File: config.mk
export PLATFORM = sky130hd
export DESIGN_NAME = serial_adder_ctrl
export DESIGN_NICKNAME = d
export VERILOG_FILES = /design/src/rtl/serial_adder_ctrl.sv
export SDC_FILE = /design/constraint.sdc
export NUM_CORES = 1
export LEC_CHECK = 0
export ABC_CLOCK_PERIOD_IN_PS = 1800
export BUFFER_PORTS_ARGS = -buffer_cell sky130_fd_sc_hd__buf_2
export CAP_MARGIN = 20
export CORE_MARGIN = 1
export CORE_UTILIZATION = 54
export DETAILED_ROUTE_END_ITERATION = 8
export PLACE_DENSITY_LB_ADDON = 0.05
export SYNTH_ARGS = -nofsm -noshare
export SYNTH_HDL_FRONTEND = slang
export SYNTH_SLANG_ARGS = --single-unit
export TNS_END_PERCENT = 30
File: constraint.sdc
create_clock -name clk -period 1.8 [get_ports clk]
set_input_delay 0 -clock clk [delete_from_list [all_inputs] [get_ports clk]]
set_output_delay 0 -clock clk [all_outputs]
set_load 0.01 [all_outputs]
File: src/rtl/serial_adder_ctrl.sv
// serial_adder_ctrl: bit-serial NUM_BITS-wide adder with one full-adder stage and a registered carry.
// Define SIGNED_OVF_EN to add the registered signed-overflow output port.
module serial_adder_ctrl #(
    parameter int NUM_BITS = 8
) (
    input  logic                clk,
    input  logic                n_rst,
    input  logic                start,
    input  logic [NUM_BITS-1:0] a,
    input  logic [NUM_BITS-1:0] b,
    input  logic                carry_in,
    output logic                busy,
    output logic                done,
    output logic [NUM_BITS-1:0] sum,
    output logic                carry_out
`ifdef SIGNED_OVF_EN
    ,
    output logic                overflow
`endif
);

    localparam int CNT_W = $clog2(NUM_BITS);
    localparam logic [CNT_W-1:0] LAST_CNT = CNT_W'(NUM_BITS - 1);

    typedef enum logic [1:0] {
        ST_IDLE = 2'd0,
        ST_ADD  = 2'd1,
        ST_DONE = 2'd2
    } state_t;

    function automatic logic fa_sum(input logic x, input logic y, input logic c);
        return x ^ y ^ c;
    endfunction

    function automatic logic fa_carry(input logic x, input logic y, input logic c);
        return (x & y) | (x & c) | (y & c);
    endfunction

    state_t                state_r;
    state_t                next_state_s;
    logic [NUM_BITS-1:0]   a_sh_r;
    logic [NUM_BITS-1:0]   b_sh_r;
    // Holds the NUM_BITS-1 low sum bits; the final bit joins them on the last edge.
    logic [NUM_BITS-2:0]   s_sh_r;
    logic                  c_reg_r;
    logic [CNT_W-1:0]      cnt_r;
    logic                  load_s;
    logic                  shift_s;
    logic                  last_s;
    logic                  s_s;
    logic                  co_s;

    // Single full-adder stage on the current LSB pair and the stored carry
    always_comb begin
        s_s  = fa_sum(a_sh_r[0], b_sh_r[0], c_reg_r);
        co_s = fa_carry(a_sh_r[0], b_sh_r[0], c_reg_r);
    end

    // Next-state and datapath-enable decode
    always_comb begin
        next_state_s = state_r;
        load_s       = 1'b0;
        shift_s      = 1'b0;
        last_s       = 1'b0;
        case (state_r)
            ST_IDLE: begin
                if (start) begin
                    next_state_s = ST_ADD;
                    load_s       = 1'b1;
                end else begin
                    next_state_s = ST_IDLE;
                end
            end
            ST_ADD: begin
                shift_s = 1'b1;
                if (cnt_r == LAST_CNT) begin
                    last_s       = 1'b1;
                    next_state_s = ST_DONE;
                end else begin
                    next_state_s = ST_ADD;
                end
            end
            ST_DONE: begin
                next_state_s = ST_IDLE;
            end
            default: begin
                next_state_s = ST_IDLE;
            end
        endcase
    end

    // State register with registered busy/done flags decoded from the next state
    always_ff @(posedge clk) begin
        if (!n_rst) begin
            state_r <= ST_IDLE;
            busy    <= 1'b0;
            done    <= 1'b0;
        end else begin
            state_r <= next_state_s;
            busy    <= (next_state_s == ST_ADD);
            done    <= (next_state_s == ST_DONE);
        end
    end

    // Operand shifters, carry register and bit counter
    always_ff @(posedge clk) begin
        if (!n_rst) begin
            a_sh_r  <= {NUM_BITS{1'b0}};
            b_sh_r  <= {NUM_BITS{1'b0}};
            s_sh_r  <= {(NUM_BITS-1){1'b0}};
            c_reg_r <= 1'b0;
            cnt_r   <= {CNT_W{1'b0}};
        end else if (load_s) begin
            a_sh_r  <= a;
            b_sh_r  <= b;
            c_reg_r <= carry_in;
            cnt_r   <= {CNT_W{1'b0}};
        end else if (shift_s) begin
            a_sh_r  <= a_sh_r >> 1;
            b_sh_r  <= b_sh_r >> 1;
            s_sh_r  <= (NUM_BITS-1)'({s_s, s_sh_r} >> 1);
            c_reg_r <= co_s;
            // Counter parks on the last index so it never wraps inside an operation
            cnt_r   <= last_s ? cnt_r : cnt_r + CNT_W'(1);
        end else begin
            a_sh_r  <= a_sh_r;
            b_sh_r  <= b_sh_r;
            s_sh_r  <= s_sh_r;
            c_reg_r <= c_reg_r;
            cnt_r   <= cnt_r;
        end
    end

    // Result registers update only on the last-bit edge, so partial sums never show
    always_ff @(posedge clk) begin
        if (!n_rst) begin
            sum       <= {NUM_BITS{1'b0}};
            carry_out <= 1'b0;
        end else if (last_s) begin
            sum       <= {s_s, s_sh_r};
            carry_out <= co_s;
        end else begin
            sum       <= sum;
            carry_out <= carry_out;
        end
    end

`ifdef SIGNED_OVF_EN
    // Signed overflow: carry into the MSB differs from carry out of the MSB
    always_ff @(posedge clk) begin
        if (!n_rst) begin
            overflow <= 1'b0;
        end else if (last_s) begin
            overflow <= c_reg_r ^ co_s;
        end else begin
            overflow <= overflow;
        end
    end
`endif

endmodule

# ---- Word-level counts from Yosys, hierarchy flattened
# Index checks and enable logic that the tools add are counted.
dict set report op_classes {
  eq_ne 4
  bitwise 10
  addsub 1
  n_reduce_logical 5
  mux 14
}
# op count
set op_table {}
lappend op_table {{$mux W8} 4}
lappend op_table {{$mux W1} 8}
lappend op_table {{$eq A2 B1 Y1 const B} 2}
lappend op_table {{$pmux W2 S2} 1}
lappend op_table {{$reduce_and A2 Y1} 2}
lappend op_table {{$add A3 B1 Y3 const B} 1}
lappend op_table {{$and A1 B1 Y1} 3}
lappend op_table {{$eq A3 B3 Y1 const B} 1}
lappend op_table {{$not A1 Y1} 3}
lappend op_table {{$eq A2 B2 Y1 const B} 1}
lappend op_table {{$logic_not A2 Y1} 1}
lappend op_table {{$mux W2} 1}
lappend op_table {{$or A1 B1 Y1} 2}
lappend op_table {{$reduce_bool A2 Y1} 1}
lappend op_table {{$reduce_or A2 Y1} 1}
lappend op_table {{$xor A1 B1 Y1} 2}
dict set report totals {
  ff_bits 40
  in_bits 20
}

# ---- Depth between registers and ports, before layout
dict set report depth {
  ltp_word 5
  depth_mapped 6
  ltp_nobuf 5
}

# ---- Worst setup path after synthesis
# OpenSTA, ideal clock, no wires.
dict set report synth_timing {
  path_kind {reg2reg}
  startpoint {register cnt_r[0]}
  endpoint {register cnt_r[0]}
  arrival_time_ps 1227
  setup_slack_ps 458
  stages_incl_launch_ff 6
  period_less_slack_ps 1342
  setup_time_ps 115
  t_required_ps 1685
  n_path_buf 0
  cell_sequence {dfxtp_1 ha_1 ha_1 nor3b_2 xnor2_1 nor2_1}
}
dict set report synth_via {
  elab_chain_cells 5
  elab_cells_between_ends 6
}
# item line
set synth_lines {}
lappend synth_lines {{from (decl)} 46} ;# logic [CNT_W-1:0] cnt_r;
lappend synth_lines {{from (signal assigned)} 112} ;# cnt_r <= {CNT_W{1'b0}};
lappend synth_lines {{from (signal assigned)} 117} ;# cnt_r <= {CNT_W{1'b0}};
lappend synth_lines {{from (signal assigned)} 124} ;# cnt_r <= last_s ? cnt_r : cnt_r + CNT_W'(1);
lappend synth_lines {{$eq A3 B3 Y1} 76} ;# if (cnt_r == LAST_CNT) begin
lappend synth_lines {{$mux W1} 76}
lappend synth_lines {{$mux W1} 65} ;# case (state_r)
lappend synth_lines {{$not A1 Y1 (no line)} -}
lappend synth_lines {{$reduce_and A2 Y1 (no line)} -}
# Parallel ways exist; a longest one is shown, timed or not.
# A chain may end at the register's enable or synchronous reset.

# ---- Final worst setup path
# Ends and elaborated chain as after synthesis.

==> results by group <==
Clock tree
  • Htree depth: 2
  • Clk Latency, worst-skew pair: 0.34 ns
  • CTS tree: built
  • CTS Buf Count: 5
  • CTS resizes: 0
  • Total clock sinks: 40
  • CTS root buf: clkbuf_4
  • CTS Buffer Depth: 2
  • Clock Pin Slew Worst Setup and Hold Paths: 0.11 ns

Power and ir drop
  • Combinational cell fraction of total power: 0.144
  • Sequential share of power: 0.594
  • Max IR drop VDD: 0.562 mV
  • Clock Power Share: 0.262
  • Leakage: 0.813 nW
  • Net Sw Power: 0.000428 W
  • Pint: 0.00118 W
  • Sw frac: 0.266
  • PD cells: 795 nW/µm²

Critical path
  • Critical Path Sink Type: flip-flop
  • Reg2Reg Depth: 5
  • R2r startpoint: cnt_r[0]$_SDFFE_PP0P_
  • Reg2reg end: cnt_r[0]$_SDFFE_PP0P_
  • Critical Path Start Type: flip-flop
  • CP Data Required Time: 2.05 ns
  • Crit path DAT: 1.79 ns
  • Crit Path Class: reg -> reg
  • Critical path fanouts, max: 7
  • R2R Setup Slk: 0.26 ns

Floorplanning
  • DIE HEIGHT: 57.5 µm
  • Die Area: 3310 µm²
  • IO Pins: 31
  • Die W: 57.5 µm
  • Row count: 19
  • Initial cell density of the core: 0.589
  • Core Footprint: 2830 µm²

Global routing
  • Initial antenna violation count: 0
  • Grt ovf: 0
  • Largest net degree at the start of global routing: 39
  • Vias in the first global route: 1406
  • GRT Util Overall: 0.247
  • First-pass GRT wire length: 6.11 mm

Flow run
  • Max-Cap Viols: 0

Synth
  • Register area share after synthesis: 0.481
  • YS warnings: 0
  • Cells after Synth: 190
  • Seq cells post-synth: 40
  • Syn Std Cell Area: 1670 µm²
  • Syn_nets: 213
  • EDFF count, synth: 0
  • Primary FF master, synth: dfxtp_1
  • Post-Syn Area per Cell: 8.76 µm²
  • Yosys cell types: 28
  • Post-synthesis async set-or-reset flop share: 0

Placed design
  • Pre-CTS setup slack: 0.264 ns
  • Port Buffers: 30
  • Placed Area: 1820 µm²
  • Final GP Congestion: 0.786
  • Dpl cells: 243
  • Hpwl dp: 2.38 mm

Status
  • Outcome: complete, no violations

Final layout
  • Multi-input gate area: 783 µm²
  • Layout area overhead: 21.6%
  • Commonest non-fill, non-tap cells in the layout: nand2_1 (40), dfxtp_1 (40), buf_2 (30), a21oi_1 (26), a21boi_1 (18)
  • Non-Filler Instances: 266
  • Nets: 258
  • Share of cells above drive strength 1: 0.230
  • Post-route cell area: 2020 µm²
  • Inserted Diodes: 0
  • Fillers: 237
  • Register area: 801 µm²

Timing
  • Final slew viol count: 0
  • Final setup margin: 0.257 ns
  • RSZ-0062 raised after global routing: false
  • Clock skew: 0.0122 ns
  • Final TNS setup: 0 ns
  • Rel. slew slack: 0.580
  • # setup viols final: 0
  • Max Clock Freq: 0.648 GHz
  • Post-layout min period: 1.54 ns
  • Hold Slack: 0.0274 ns
  • Hold Vio Cnt, Final: 0
  • Period Utilization, post-route: 0.857
  • Worst Tran Pin Value: 0.630 ns

Detailed routing
  • TritonRoute pass-1 iters: 4
  • Antenna Nets Post-Route: 0
  • Routed WL per cell: 13.6 µm
  • Vias per cell: 5.46
  • DRC: 0
  • DR vias: 1452
  • Iteration-0 DRC count of the detailed router: 37
  • Detailed Route WL: 3.62 mm

Min path
  • Hold path depth: 3
  • Hold/Removal Path Class: in -> reg
  • Min-delay src: start
  • Hold-critical path endpoint: b_sh_r[0]$_SDFFE_PN0P_
[flip-flops by register name, summed over array words and instances, names as in the netlist]
register	flops
a_sh_r	8
b_sh_r	8
busy	1
c_reg_r	1
carry_out	1
cnt_r	3
done	1
s_sh_r	7
state_r	2
sum	8
[power by group through the flow]
stage	registers, W	clock network, W	logic, W
2_1_floorplan	0.000967	0	0.000156
3_3_place_gp	0.000975	0	0.000194
3_5_place_dp	0.000977	0	0.000203
4_1_cts	0.000957	0.000430	0.000230
5_1_grt	0.000963	0.000469	0.000260
6_report	0.000957	0.000421	0.000233
[layout make-up]
type | instances | share of cell area
inverters | 2 | 0.00371
clock buffers | 6 | 0.0204
flip-flops and latches | 40 | 0.396
repair buffers | 51 | 0.172
clock inverters | 1 | 0.00247
multi-input cells | 135 | 0.387
well taps | 31 | 0.0192
[cell families after synthesis]
family                     count (synthesis)  synth area share
AOI/OAI and AO/OA                         69             0.264
and+or+nand+nor                           62             0.174
DFF                                       40             0.481
buffers and inverters                     15            0.0488
adders and majority gates                  3            0.0270
xor gates and xnor gates                   1           0.00526
[Yosys cell counts, types with 3 or more instances]
master / n / area, µm²
a21oi_1: 26 / 130
o21ai_1: 7 / 35.0
buf_4: 3 / 22.5
nand3_1: 11 / 55.1
buf_2: 5 / 25.0
nand2_1: 40 / 150
a21boi_1: 18 / 135
o22ai_1: 3 / 18.8
clkbuf_1: 4 / 15.0
dfxtp_1: 40 / 801
o21ai_2: 8 / 70.1
[routing by layer]
layer  up-vias  track usage  routed length (µm)  part of all wire
met5         -            0                   0                 0
met4         0       0.0836                  59             0.016
met3         8       0.0771                 123             0.034
met2        22        0.434                1880              0.52
met1       678        0.283                1560              0.43
li1        744            -                   -                 -
[metrics by stage]
stage / utilization / total power (W)
6_report: 0.716 / 0.00161
5_1_grt: 0.716 / 0.00169
4_1_cts: 0.716 / 0.00162
3_5_place_dp: 0.643 / 0.00118
3_3_place_gp: 0.643 / 0.00117
2_1_floorplan: - / 0.00112
[how the worst max path moves through the flow]
stage                     startpoint                    end  slack, ns  cells after the start
6_report       cnt_r[0]$_SDFFE_PP0P_  cnt_r[0]$_SDFFE_PP0P_       0.26                      5
5_1_grt        cnt_r[0]$_SDFFE_PP0P_    sum[5]$_SDFFE_PN0P_       0.15                      5
4_1_cts        cnt_r[0]$_SDFFE_PP0P_    sum[5]$_SDFFE_PN0P_       0.25                      5
3_5_place_dp   cnt_r[0]$_SDFFE_PP0P_    sum[4]$_SDFFE_PN0P_       0.26                      5
3_3_place_gp   cnt_r[0]$_SDFFE_PP0P_    sum[3]$_SDFFE_PN0P_       0.33                      5
2_1_floorplan  cnt_r[0]$_SDFFE_PP0P_  cnt_r[0]$_SDFFE_PP0P_       0.46                      5
[worst max-delay path: stages, from the launching register on]
cell and delay [ns]:
dfxtp_1 0.34, ha_1 0.20, ha_1 0.27, nor3b_2 0.38, xnor2_1 0.18, nor2_1 0.07
[what timing repair did]
item	4_1_cts	5_1_grt
hold buffers	16	0
endpoints found under the hold margin	16	0
buffers inserted	0	0
Note: power is estimated with default switching activity, not from simulation.
